===== config.mk =====
export PLATFORM = sky130hd
export DESIGN_NAME = fetch_pc_unit_flat
export DESIGN_NICKNAME = d
export VERILOG_FILES = /design/src/rtl/fetch_pc_unit_if.sv /design/src/rtl/fetch_pc_unit.sv /design/src/flat_wrapper.sv
export SDC_FILE = /design/constraint.sdc
export NUM_CORES = 1
export LEC_CHECK = 0
export CORE_MARGIN = 1
export CORE_UTILIZATION = 35
export CTS_CLUSTER_DIAMETER = 100
export CTS_CLUSTER_SIZE = 12
export DETAILED_ROUTE_END_ITERATION = 6
export GPL_TIMING_DRIVEN = 0
export PLACE_DENSITY_LB_ADDON = 0.15
export SLEW_MARGIN = 20
export SYNTH_ARGS = -nofsm -noshare
export SYNTH_HDL_FRONTEND = slang
export SYNTH_SLANG_ARGS = --single-unit

===== constraint.sdc =====
create_clock -name clk -period 4.5 [get_ports clk]
set_input_delay 0.9 -clock clk [delete_from_list [all_inputs] [get_ports clk]]
set_output_delay 0.9 -clock clk [all_outputs]
set_load 0.01 [all_outputs]

===== src/rtl/fetch_pc_unit_if.sv =====
// fetch_pc_unit_if: bundles the fetch unit's three handshakes.
//   redirect_*            : next-PC mux -> fetch unit (new target this cycle)
//   imem_req/addr/gnt     : request channel to instruction memory
//   imem_rvalid/rdata     : response channel from instruction memory
//   instr_valid/ready/out/pc : one-entry output buffer towards decode
// Modport master is the fetch unit side, slave is the surrounding environment.
interface fetch_pc_unit_if #(
    parameter int DATA_WIDTH = 32
);
    logic                  redirect_valid;
    logic [DATA_WIDTH-1:0] redirect_pc;
    logic                  imem_req;
    logic [DATA_WIDTH-1:0] imem_addr;
    logic                  imem_gnt;
    logic                  imem_rvalid;
    logic [DATA_WIDTH-1:0] imem_rdata;
    logic                  instr_valid;
    logic                  instr_ready;
    logic [DATA_WIDTH-1:0] instr_out;
    logic [DATA_WIDTH-1:0] instr_pc;

    modport master (
        input  redirect_valid, redirect_pc,
        output imem_req, imem_addr,
        input  imem_gnt, imem_rvalid, imem_rdata,
        output instr_valid, instr_out, instr_pc,
        input  instr_ready
    );

    modport slave (
        output redirect_valid, redirect_pc,
        input  imem_req, imem_addr,
        output imem_gnt, imem_rvalid, imem_rdata,
        input  instr_valid, instr_out, instr_pc,
        output instr_ready
    );
endinterface


===== src/rtl/fetch_pc_unit.sv =====
// fetch_pc_unit: program counter and instruction-fetch stage.
// Keeps the PC, issues one word fetch at a time over req/gnt/rvalid and
// parks each returned instruction in a one-entry valid/ready buffer.
// A redirect reloads the PC, empties the buffer and drops any response
// that is still in flight.
// Ports:
//   clk  : clock, rising edge
//   rst  : asynchronous active-high reset
//   bus  : fetch_pc_unit_if.master (redirect, imem request/response, decode buffer)
module fetch_pc_unit #(
    parameter int                    DATA_WIDTH = 32,
    parameter logic [DATA_WIDTH-1:0] RESET_PC   = '0
) (
    input  logic            clk,
    input  logic            rst,
    fetch_pc_unit_if.master bus
);
    localparam logic [1:0] IDLE = 2'd0;
    localparam logic [1:0] REQ  = 2'd1;
    localparam logic [1:0] WAIT = 2'd2;

    logic [1:0]            state_q, state_d;
    logic [DATA_WIDTH-1:0] pc_q, pc_d;
    logic                  kill_q, kill_d;
    logic                  instr_valid_q, instr_valid_d;
    logic [DATA_WIDTH-1:0] instr_out_q, instr_out_d;
    logic [DATA_WIDTH-1:0] instr_pc_q, instr_pc_d;

    logic                  consume;
    logic                  buf_free;
    logic                  fire;
    logic                  redirect;
    logic [DATA_WIDTH-1:0] redirect_aligned;
    logic                  unused_redirect_lsbs;

    assign consume  = instr_valid_q & bus.instr_ready;
    // Only request when the returned word is guaranteed a slot in the buffer.
    assign buf_free = ~instr_valid_q | bus.instr_ready;
    assign fire     = (state_q == REQ) & buf_free & bus.imem_gnt;
    // Redirects are not accepted in the single post-reset IDLE cycle.
    assign redirect = bus.redirect_valid & (state_q != IDLE);
    assign redirect_aligned = {bus.redirect_pc[DATA_WIDTH-1:2], 2'b00};
    // Target low bits are discarded; fetches are always word aligned.
    assign unused_redirect_lsbs = ^bus.redirect_pc[1:0];

    always_comb begin
        state_d       = state_q;
        pc_d          = pc_q;
        kill_d        = kill_q;
        instr_valid_d = instr_valid_q & ~consume;
        instr_out_d   = instr_out_q;
        instr_pc_d    = instr_pc_q;
        case (state_q)
            IDLE: state_d = REQ;
            REQ: begin
                if (fire) begin
                    state_d = WAIT;
                    // Memory has taken the old address; its reply must be dropped.
                    if (redirect) kill_d = 1'b1;
                end
            end
            WAIT: begin
                if (bus.imem_rvalid) begin
                    // The response closes the outstanding fetch whether or
                    // not it is kept, so kill never outlives it.
                    state_d = REQ;
                    kill_d  = 1'b0;
                    if (!kill_q && !redirect) begin
                        instr_valid_d = 1'b1;
                        instr_out_d   = bus.imem_rdata;
                        instr_pc_d    = pc_q;
                        pc_d          = pc_q + DATA_WIDTH'(4);
                    end
                end else if (redirect) begin
                    kill_d = 1'b1;
                end
            end
            default: state_d = IDLE;
        endcase
        // Redirect wins over any reload or increment in the same cycle.
        if (redirect) begin
            pc_d          = redirect_aligned;
            instr_valid_d = 1'b0;
        end
    end

    always_ff @(posedge clk or posedge rst) begin
        if (rst) begin
            state_q       <= IDLE;
            pc_q          <= RESET_PC;
            kill_q        <= 1'b0;
            instr_valid_q <= 1'b0;
            instr_out_q   <= '0;
            instr_pc_q    <= '0;
        end else begin
            state_q       <= state_d;
            pc_q          <= pc_d;
            kill_q        <= kill_d;
            instr_valid_q <= instr_valid_d;
            instr_out_q   <= instr_out_d;
            instr_pc_q    <= instr_pc_d;
        end
    end

    assign bus.imem_req    = (state_q == REQ) & buf_free;
    assign bus.imem_addr   = {pc_q[DATA_WIDTH-1:2], 2'b00};
    assign bus.instr_valid = instr_valid_q;
    assign bus.instr_out   = instr_out_q;
    assign bus.instr_pc    = instr_pc_q;
endmodule


===== src/flat_wrapper.sv =====
// flat-port wrapper written by rule: the top's interface ports become plain ports
module fetch_pc_unit_flat 
#(
    parameter int                    DATA_WIDTH = 32,
    parameter logic [DATA_WIDTH-1:0] RESET_PC   = '0
)
  (clk, rst, bus_redirect_valid, bus_redirect_pc, bus_imem_req, bus_imem_addr, bus_imem_gnt, bus_imem_rvalid, bus_imem_rdata, bus_instr_valid, bus_instr_out, bus_instr_pc, bus_instr_ready);
  fetch_pc_unit_if #(.DATA_WIDTH(DATA_WIDTH)) bus_i ();
  input  logic clk;
  input  logic rst;
  input wire logic [$bits(bus_i.redirect_valid)-1:0] bus_redirect_valid;
  input wire logic [$bits(bus_i.redirect_pc)-1:0] bus_redirect_pc;
  output wire logic [$bits(bus_i.imem_req)-1:0] bus_imem_req;
  output wire logic [$bits(bus_i.imem_addr)-1:0] bus_imem_addr;
  input wire logic [$bits(bus_i.imem_gnt)-1:0] bus_imem_gnt;
  input wire logic [$bits(bus_i.imem_rvalid)-1:0] bus_imem_rvalid;
  input wire logic [$bits(bus_i.imem_rdata)-1:0] bus_imem_rdata;
  output wire logic [$bits(bus_i.instr_valid)-1:0] bus_instr_valid;
  output wire logic [$bits(bus_i.instr_out)-1:0] bus_instr_out;
  output wire logic [$bits(bus_i.instr_pc)-1:0] bus_instr_pc;
  input wire logic [$bits(bus_i.instr_ready)-1:0] bus_instr_ready;
  assign bus_i.redirect_valid = bus_redirect_valid;
  assign bus_i.redirect_pc = bus_redirect_pc;
  assign bus_imem_req = bus_i.imem_req;
  assign bus_imem_addr = bus_i.imem_addr;
  assign bus_i.imem_gnt = bus_imem_gnt;
  assign bus_i.imem_rvalid = bus_imem_rvalid;
  assign bus_i.imem_rdata = bus_imem_rdata;
  assign bus_instr_valid = bus_i.instr_valid;
  assign bus_instr_out = bus_i.instr_out;
  assign bus_instr_pc = bus_i.instr_pc;
  assign bus_i.instr_ready = bus_instr_ready;
  fetch_pc_unit #(.DATA_WIDTH(DATA_WIDTH), .RESET_PC(RESET_PC)) u_core (.clk(clk), .rst(rst), .bus(bus_i));
endmodule

==> flow_summary.rst <==
.. list-table::
   :header-rows: 1

   * - Metric
     - Value
   * - Layout overhead on the synthesized area
     - 50.2%
   * - Total of fill cells in the finished design
     - 1133
   * - Die W
     - ~110 um
   * - Class of the most critical hold timing path
     - register to register
   * - Maximum resistive drop on vdd
     - 0.270 mV
   * - I/O pins
     - ~170
   * - Final core occ
     - around 54%
   * - Average wire length per cell after detail routing
     - between 15 and 20 um
   * - Number of global-route vias before repair
     - between 3000 and 4000
   * - Final setup violation count
     - 0
   * - Number of max-capacitance violations reported
     - 0
   * - Final hold violations
     - 0
   * - Fin crit period
     - about 3.1 ns
   * - Final Max Slew Viols
     - 0
   * - R2r worst-path depth
     - 5
   * - Total Routed Length
     - between 10000 and 15000 um
   * - Vias per cell
     - around 5
   * - Slew @ Worst Pin
     - roughly 0.66 ns
   * - Critical Path Sink Type
     - register
   * - Count of placed standard cells including taps
     - slightly below 700
   * - Seq cells post-synth
     - 96
   * - Synth async-reset ratio
     - 100%
   * - Share of layout cells above drive strength 1
     - around 15%
   * - Post-synthesis sequential area ratio
     - a little under three fifths
   * - Detail Placement HPWL
     - about 8500 um
   * - Number of buffers inserted during clock tree synthesis
     - 9
   * - Total Routing Usage GR
     - roughly a fifth
   * - Warnings from Yosys
     - 0
   * - Final antenna diode count
     - 0
   * - Flip-flop cell with the highest count after synthesis
     - sky130_fd_sc_hd__dfrtp_1
   * - Unrepaired setup endpoints after global routing
     - false
   * - Req. time, crit path
     - 4.73 ns
   * - TritonCTS clock tree
     - done
   * - WHS Path Cells
     - 2
   * - Total number of vias
     - between 3000 and 4000
   * - EDFF count, synth
     - 0
   * - Gate Count Post-Synth
     - around 380
   * - Mapped Avg Cell Area
     - between 10 and 15 um2
   * - Global route overflow
     - 0
   * - Post-CTS setup repair buffer count
     - 0
   * - Status
     - finished, final reports clean
   * - Count of unique library cells instantiated by Yosys
     - 42
   * - H-Tree Depth
     - 3
   * - Residual DRC
     - 0
   * - Number of port buffers
     - about 160
   * - Detailed Route Iter0 Violations
     - about 170
   * - Final instance count without filler cells
     - between 700 and 800
   * - Post-CTS sizing
     - 0
   * - Element type at the critical path start
     - input pin
   * - Max Clock Skew
     - around 0.0046 ns
   * - Fmax
     - 323 MHz
   * - Crit path DAT
     - between 3 and 4 ns
   * - Largest driver fanout on the critical path
     - 10
   * - Routability-driven placement congestion ratio
     - ~0.8
   * - Headroom to the max-slew limit
     - a little under three fifths
   * - Number of antenna-violating nets in the routed design
     - 0
   * - # hold bufs at CTS
     - 0
   * - Number of antenna violations at the first check in global routing
     - 0
   * - Effective utilization at floorplan
     - 35.9%
   * - Critical Setup Path Class
     - input pin to register
   * - Core Area
     - between 10000 and 15000 um2
   * - Skew-Pair Late Insertion Delay
     - around 0.35 ns
   * - Post-layout nets
     - around 620
   * - Cell chosen for the clock root
     - sky130_fd_sc_hd__clkbuf_16
   * - Y dimension of the die
     - 113 um
   * - Power per standard cell area
     - 658 nW/um2
   * - Detailed-router iteration count before antenna repair
     - 4
   * - Post-Synthesis Cell Area
     - ~4300 um2
   * - Cell Rows
     - 40
   * - Number of sinks on the clock net
     - 96
   * - Clock slew at the register clock pins of the worst setup and hold paths
     - around 0.070 ns
   * - Post-route fraction of the period consumed by the critical path
     - 68.8%
   * - Largest net degree at the start of global routing
     - 53
   * - Leak Pwr
     - between 2 and 3 nW
   * - Deepest clock path buffer count
     - 2
   * - Overall die area
     - 12800 um2
   * - Wire length of the first global-routing pass
     - around 19000 um
[final cells by class]
class / count / area [um2] / area share (%)
buffer: 24 / 115 / 1.78
clock inverter: 5 / 80.1 / 1.24
multi-input combinational: 253 / 1780 / 27.4
sequential: 96 / 2400 / 37.1
timing repair buffer: 162 / 1640 / 25.3
tap: 147 / 184 / 2.84
clock buffer: 11 / 243 / 3.75
inverter: 7 / 31.3 / 0.483
[path summary, 6_finish.rpt]
kind	from	end	slack, ns
max	bus_imem_rvalid	u_core.bus.instr_pc[17]$_DFFE_PP0P_	1.40
min	u_core.bus.instr_pc[21]$_DFFE_PP0P_	u_core.bus.instr_pc[21]$_DFFE_PP0P_	0.49
max reg2reg	u_core.state_q[1]$_DFFE_PP0P_	u_core.bus.instr_pc[17]$_DFFE_PP0P_	1.92
min reg2reg	u_core.bus.instr_pc[21]$_DFFE_PP0P_	u_core.bus.instr_pc[21]$_DFFE_PP0P_	0.49
max in group asynchronous	rst	u_core.bus.instr_pc[30]$_DFFE_PP0P_	2.96
min in group asynchronous	rst	u_core.bus.instr_pc[29]$_DFFE_PP0P_	0.94
[logic make-up (layout without fill, tap and decap cells)]
kind of cell / after synthesis / in the layout / share of synthesized area (%)
other: 1 / 4 / 0.0870
AO/OA/AOI/OAI: 62 / 62 / 9.06
buffers and inverters: 31 / 209 / 3.28
flip-flops: 96 / 96 / 55.8
adder cells (fa/ha/maj): 1 / 1 / 0.290
XOR/XNOR: 9 / 9 / 1.83
AND/OR/NAND/NOR: 121 / 121 / 15.0
multiplexers: 56 / 56 / 14.6
[critical path, stage by stage]
cell	delay, ns
sky130_fd_sc_hd__clkdlybuf4s50_1	0.45
sky130_fd_sc_hd__and4bb_2	0.30
sky130_fd_sc_hd__nand2_1	0.21
sky130_fd_sc_hd__buf_1	0.50
sky130_fd_sc_hd__buf_1	0.55
sky130_fd_sc_hd__mux2_2	0.41
[placed cells by master (no fill, tap or decap), types with 7 or more instances in the layout]
cell type                         count
sky130_fd_sc_hd__nand4_1              7
sky130_fd_sc_hd__a31oi_1             19
sky130_fd_sc_hd__clkdlybuf4s50_1    161
sky130_fd_sc_hd__o31ai_1             10
sky130_fd_sc_hd__o21ai_0             21
sky130_fd_sc_hd__dfrtp_1             96
sky130_fd_sc_hd__nand3_1             12
sky130_fd_sc_hd__nor2_1              24
sky130_fd_sc_hd__mux2_2              56
sky130_fd_sc_hd__or4_1               14
sky130_fd_sc_hd__nand2_1             29
sky130_fd_sc_hd__clkbuf_16            9
sky130_fd_sc_hd__buf_1                8
sky130_fd_sc_hd__xnor2_1              8
sky130_fd_sc_hd__clkbuf_1            10
[per-layer routing]
layer	global-route usage [%]	share of wire, %	vias to the layer above	wire length (um)
li1	-	-	1715	-
met1	25.2	45	1759	5210
met2	31.2	47	119	5480
met3	4.45	5.5	16	641
met4	8.68	1.9	0	224
met5	0	0	-	0
[state kept, by name, indices dropped and copies added (netlist names)]
register / flops
u_core.bus.instr_out: 32
u_core.bus.instr_valid: 1
u_core.bus.instr_pc: 30
u_core.kill_q: 1
u_core.pc_q: 30
u_core.state_q: 2
[cells in the mapped netlist (2+ instances only)]
master	instances	area [um2]
sky130_fd_sc_hd__xnor2_1	8	70.1
sky130_fd_sc_hd__o21ai_0	21	105
sky130_fd_sc_hd__nand3_1	12	60.1
sky130_fd_sc_hd__nor4_1	2	12.5
sky130_fd_sc_hd__buf_4	4	30.0
sky130_fd_sc_hd__and3_1	3	18.8
sky130_fd_sc_hd__and4_1	3	26.3
sky130_fd_sc_hd__a31oi_1	19	119
sky130_fd_sc_hd__o31ai_1	10	75.1
sky130_fd_sc_hd__a21oi_1	3	15.0
sky130_fd_sc_hd__nand4b_1	2	17.5
sky130_fd_sc_hd__or3_1	6	37.5
sky130_fd_sc_hd__buf_1	8	30.0
sky130_fd_sc_hd__or4_1	14	105
sky130_fd_sc_hd__buf_2	2	10.0
sky130_fd_sc_hd__nand2b_1	4	25.0
sky130_fd_sc_hd__mux2_2	56	631
sky130_fd_sc_hd__nor2b_1	2	12.5
sky130_fd_sc_hd__nand4_1	7	43.8
sky130_fd_sc_hd__or2_2	3	18.8
sky130_fd_sc_hd__clkbuf_1	9	33.8
sky130_fd_sc_hd__and2_1	3	18.8
sky130_fd_sc_hd__inv_1	7	26.3
sky130_fd_sc_hd__dfrtp_1	96	2400
sky130_fd_sc_hd__a31o_2	2	17.5
sky130_fd_sc_hd__nor3_1	4	20.0
sky130_fd_sc_hd__nand2_1	29	109
sky130_fd_sc_hd__nor2_1	24	90.1
[power breakdown]
part	total (mW)	internal, mW	switching, mW	leakage, nW
Combinational	1.82	1.09	0.724	1.33
Clock	0.829	0.501	0.327	0.152
Sequential	1.61	1.26	0.349	1.18
[per-stage QoR]
| stage | total power [mW] | setup slack, ns | TNS, ns | hold slack (ns) | instance area, um2 |
|---|---|---|---|---|---|
| after global routing | 4.54 | 1.15 | 0 | 0.503 | 6470 |
| after global placement | 3.41 | -0.470 | -44.68 | 0.473 | 6110 |
| after CTS | 4.31 | 1.32 | 0 | 0.491 | 6470 |
| after floorplan | 2.37 | 1.09 | 0 | 0.492 | 4320 |
| final | 4.26 | 1.40 | 0 | 0.487 | 6470 |
| after detailed placement | 3.46 | 0.950 | 0 | 0.477 | 6150 |
No activity file was read; power rests on OpenSTA's default activity.
==> edit 1: new RTL, same flow settings <==
`DATA_WIDTH` is set to 32 in 3 places; all go to 64.
--- a/src/rtl/fetch_pc_unit_if.sv
+++ b/src/rtl/fetch_pc_unit_if.sv
@@ -6,5 +6,5 @@
 // Modport master is the fetch unit side, slave is the surrounding environment.
 interface fetch_pc_unit_if #(
-    parameter int DATA_WIDTH = 32
+    parameter int DATA_WIDTH = 64
 );
     logic                  redirect_valid;
--- a/src/rtl/fetch_pc_unit.sv
+++ b/src/rtl/fetch_pc_unit.sv
@@ -9,5 +9,5 @@
 //   bus  : fetch_pc_unit_if.master (redirect, imem request/response, decode buffer)
 module fetch_pc_unit #(
-    parameter int                    DATA_WIDTH = 32,
+    parameter int                    DATA_WIDTH = 64,
     parameter logic [DATA_WIDTH-1:0] RESET_PC   = '0
 ) (
--- a/src/flat_wrapper.sv
+++ b/src/flat_wrapper.sv
@@ -2,5 +2,5 @@
 module fetch_pc_unit_flat 
 #(
-    parameter int                    DATA_WIDTH = 32,
+    parameter int                    DATA_WIDTH = 64,
     parameter logic [DATA_WIDTH-1:0] RESET_PC   = '0
 )
Ports: changed (5 resized); port bits go from 168 to 328. The function was not compared with the original's and may differ.
==> edit 1 against the original RTL <==
Area after synthesis rose by 100%. Final area rose by 100%. Sequential cell count rose by 96. Sequential share of layout area fell by 0.20 points. First-iteration DRC count rose by 110%. Core utilization fell by 0.22 points. Wire length rose by 140%. Largest cell class unchanged. Setup slack got worse by 0.95 ns. Power rose by 98%. Synthesized cell count rose by 96%. Non-clock buffer count rose by 185.
==> edit 1: results (changes against the original RTL) <==
status: "finished, final reports clean"
grtUsageMet1_pct: 29.4  # +4.2 points
r2r_cells: 7  # +2
nets: 1226  # +96%
vias_per_cell: 5.10  # -0.47%
slowest_stage: "nor2_1"
placed_cells: 1396  # +100%
regArea_sq_um: 4800  # +100%
htreeDepth: 4  # +1
postPlaceCellArea_sq_um: 12400  # +100%
clk_latency_ns: 0.44  # +0.09 ns
place_congestion: 0.829  # +4.0%
wl_met2_microns: 13000  # +140%
use_met3_pct: 4.79  # +0.35 points
dp_hpwl_microns: 20600  # +140%
holdPathEnd: "u_core.bus.instr_pc[60]"
yosys-top-cells-area: "dfrtp_1 56%, mux2_2 17%, o21ai_0 2.8%, nand2_1 2.7%, nand4_1 2.1%"
min_from: "u_core.bus.instr_pc[60]"
leakagePower_nw: 5.17  # +94%
wl_met1_microns: 12200  # +130%
setup.worst_path.end: "u_core.bus.instr_out[24]"
hp-class: "reg -> reg"
fillers: 2204  # +95%
hold_depth: 1  # -1
first_iter_violations: 367  # +110%
grt_use_met2_pct: 35.6  # +4.4 points
grt_first_pass_wirelength_microns: 42900  # +130%
cpPeakStageDelay_ns: 0.91  # +0.36 ns
wl_per_cell_microns: 19.1  # +17%
grt_max_degree: 32  # -40%
tightest_slew_ns: 1.07  # +0.411 ns
synthArstFlopShare_pct: 100  # unchanged
antenna_found_initial: 1  # +1
grt_pass1_vias: 7301  # +99%
cts_buffers: 17  # +8
drive_gt1_share_pct: 17.1  # +1.7 points
cp_top_family: "buffers and inverters"
synth_common_cells: "192 x dfrtp_1, 129 x mux2_2, 61 x nand2_1, 48 x o21ai_0, 39 x nor2_1"
vdd_ir_drop_max_v: 0.000244  # -9.7%
ff2ff_setup_slack_ns: 0.84  # -1.08 ns
cp_data_arrival_time_ns: 4.37  # +1.04 ns
cap_violations: 0  # unchanged
fin_skew_ns: 0.0151  # +0.0106 ns
yosysUniqueCellTypes: 48  # +14%
largest_reg_flops: 64  # +100%
dr_wl_met3_microns: 1500  # +130%
yosys_warnings: 0  # unchanged
fin_cells: 1429  # +100%
reg2reg_from: "u_core.state_q[0]"
grt_use_total_pct: 22.0  # +2.6 points
synthCells: 740  # +96%
port-buffer-count: 321  # +99%
synth.yosys.seq_area_share_pct: 55.7  # -0.11 points
## edit 1: cell types whose count changed in the layout (fill, tap and decap cells not counted), sizes merged, moves of 23 or more
cell | unedited run | this run
o21ai | 21 | 49
dfrtp | 96 | 192
clkdlybuf4s50 | 161 | 321
clkbuf | 20 | 51
nand4 | 7 | 30
nand2 | 29 | 61
mux2 | 56 | 129
## edit 1: cells by family after synthesis
logic type	Yosys count	share of synthesized area [%]
xor+xnor	35	3.55
flops	192	55.7
simple gates	243	15.3
buf+inv	48	2.33
other cells	1	0.0434
compound gates	89	5.88
mux	131	17.1
fa+ha+maj	1	0.145
## edit 1: power by group
group / total [mW] / switching [mW] / internal, mW / leakage [nW]
Sequential: 3.27 / 0.752 / 2.52 / 2.38
Clock: 1.50 / 0.742 / 0.760 / 0.271
Combinational: 3.65 / 1.49 / 2.16 / 2.52
Total: 8.42 / 2.99 / 5.44 / 5.17
## edit 1: worst register-to-register path, stage by stage (launching register included)
cell and delay (ns):
dfrtp_1 0.36, buf_2 0.17, nand4bb_1 0.44, clkbuf_1 0.42, nor2_1 0.91, clkbuf_1 0.51, buf_2 0.36, mux2_2 0.37
## edit 1: layout make-up
cell class / instances / share of cell area, %
Sequential cell: 192 / 36.9
Clock buffer: 19 / 3.48
Tap cell: 324 / 3.12
Multi-Input combinational cell: 503 / 28.1
Antenna cell: 1 / 0.0192
Inverter: 6 / 0.202
Buffer: 42 / 1.38
Clock inverter: 13 / 0.952
Timing Repair Buffer: 329 / 25.8
## edit 1: through the flow
| step | setup WS, ns | hold slack, ns |
|---|---|---|
| floorplan | 1.12 | 0.506 |
| global placement | -0.695 | 0.487 |
| detailed placement | -0.0845 | 0.494 |
| CTS | 0.374 | 0.511 |
| global route | 0.273 | 0.526 |
| finish | 0.452 | 0.506 |
==> edit 2: new RTL, same flow settings <==
Without the edit above. Reset style: synchronous (`rst`), changed in one clocked block. Comments in the files are not updated.
--- a/src/rtl/fetch_pc_unit.sv
+++ b/src/rtl/fetch_pc_unit.sv
@@ -85,5 +85,5 @@
     end
 
-    always_ff @(posedge clk or posedge rst) begin
+    always_ff @(posedge clk) begin
         if (rst) begin
             state_q       <= IDLE;
Formal check against the unedited RTL: differs if rst is asserted again (counterexample within 4 cycles, from zero or initial values and one cycle with rst high); with rst held inactive, the same outputs for 10 cycles.
==> edit 2 against the original RTL <==
Setup slack lost 0.016 ns. Final area shrank 0.62%. Die area is 0.26% higher. Hold slack worse by 0.034 ns. Global-route usage up 2.7 points. Area after synthesis increased by 0.26%. Highest routed layer unchanged. Wire length is 22% higher. Sequential cell count unchanged. Critical endpoint is now bus_imem_req. Fmax shrank 0.51%. Count of clock-buffer cells in the layout shrank 2.
Power is not compared: it rests on default switching activity, and its combinational part moved more than twofold at a synthesized area within 25%.
==> edit 2: results (changes against the original RTL) <==
grt_pass1_vias: 4406  # +20%
postPlaceCellArea_sq_um: 6130  # -0.35%
fillers: 1175  # +3.7%
synth.yosys.seq_area_share_pct: 44.5  # -11 points
nets: 798  # +28%
placed_cells: 863  # +25%
synthArstFlopShare_pct: 0  # -100 points
synth-compound-area-share_pct: 18.4  # +9.3 points
fin_skew_ns: 0.0102  # +0.00565 ns
min_from: "u_core.bus.instr_out[23]"
vias: 4667  # +29%
dp_hpwl_microns: 10400  # +23%
cts_buffer_depth: 2  # unchanged
postCtsSetupRepairBufs: 0  # unchanged
worst_hold_slack_ns: 0.453  # -0.0336 ns
synth_common_cells: "144 x nand2_1, 96 x dfxtp_1, 75 x a21oi_1, 34 x clkbuf_1, 18 x nand3_1"
first_iter_violations: 211  # +21%
vias_per_cell: 5.31  # +3.7%
synth_mux_area_share_pct: 0.232  # -14 points
yosysMostFrequentCell: "nand2_1"
relSlewSlack_pct: 47.0  # -8.5 points
yosys_warnings: 0  # unchanged
path_max_fanout: 2  # -8
hp-class: "reg -> reg"
place_congestion: 0.871  # +9.3%
grt_use_total_pct: 22.1  # +2.7 points
cts_buffers: 9  # unchanged
drive_gt1_share_pct: 4.37  # -11 points
pre_cts_slack_ns: 1.14  # +0.189 ns
setup_ws_ns: 1.39  # -0.0160 ns
synth_ff_type: "dfxtp_1"
grt_max_degree: 17  # -68%
startpoint: "bus_instr_ready"
yosysUniqueCellTypes: 54  # +29%
wl_per_cell_microns: 16.1  # -2.0%
grt_first_pass_wirelength_microns: 22100  # +16%
syn_area_per_cell_sq_um: 7.82  # -32%
synth_xor_area_share_pct: 2.23  # +0.40 points
cp_data_arrival_time_ns: 2.21  # -1.12 ns
drt_first_pass_iters: 5  # +1
status: "finished, final reports clean"
htreeDepth: 3  # unchanged
yosys.area_share.adder_pct: 0.290  # -0.00076 points
port-buffer-count: 161  # unchanged
ff2ff_setup_slack_ns: 2.14  # +0.22 ns
clkTransAtPathRegs_ns: 0.07  # about the same
root_buffer: "clkbuf_16"
yosys-top-cells-area: "dfxtp_1 44%, nand2_1 13%, a21oi_1 8.7%, clkbuf_1 3.0%, nand4_1 2.3%"
postCtsResizedCells: 0  # unchanged
largest_reg_flops: 32  # unchanged
reg2reg_from: "u_core.state_q[1]"
==> edit 2: path summary, 6_finish.rpt <==
kind | end | depth (start not counted)
setup / recovery | bus_imem_req | 4
hold / removal | u_core.bus.instr_out[23] | 2
setup reg to reg | u_core.pc_q[31] | 6
hold reg to reg | u_core.bus.instr_out[23] | 2
==> edit 2: kinds of logic (layout without fill, tap and decap cells) <==
group                      after synthesis  count (layout)
AOI/OAI and AO/OA                      133             133
DFF                                     96              96
muxes                                    1               1
buffers and inverters                   50             227
and+or+nand+nor                        259             259
other                                    1               4
adders and majority gates                1               1
xor gates and xnor gates                11              11
==> edit 2: routing by layer <==
layer	track usage [%]	vias up	part of all wire, %
met1	28.6	2163	45
met4	10.7	0	2.4
met2	35.6	169	46
met5	0	-	0
li1	-	2310	-
met3	4.23	25	6.3
==> edit 2: where the power goes <==
group          switching [mW]  total (mW)  internal (mW)
clock network           0.346       0.776          0.431
registers              0.0440       0.919          0.875
logic                   0.109       0.240          0.130
total                   0.499        1.94           1.44
==> edit 2: area by class of cell <==
| type | count | area, sq um | share of cell area (%) |
|---|---|---|---|
| multi-input combinational | 409 | 2210 | 34.4 |
| sequential | 96 | 1920 | 29.9 |
| timing repair buffer | 161 | 1610 | 25.1 |
| clock buffer | 9 | 225 | 3.50 |
| tap | 147 | 184 | 2.86 |
| buffer | 44 | 183 | 2.84 |
| clock inverter | 7 | 72.6 | 1.13 |
| inverter | 6 | 22.5 | 0.350 |
==> edit 2: worst max-delay path, cell delays in order <==
cell	delay [ns]
clkdlybuf4s50_1	0.47
nor2b_1	0.06
nor3_1	0.18
clkdlybuf4s50_1	0.60
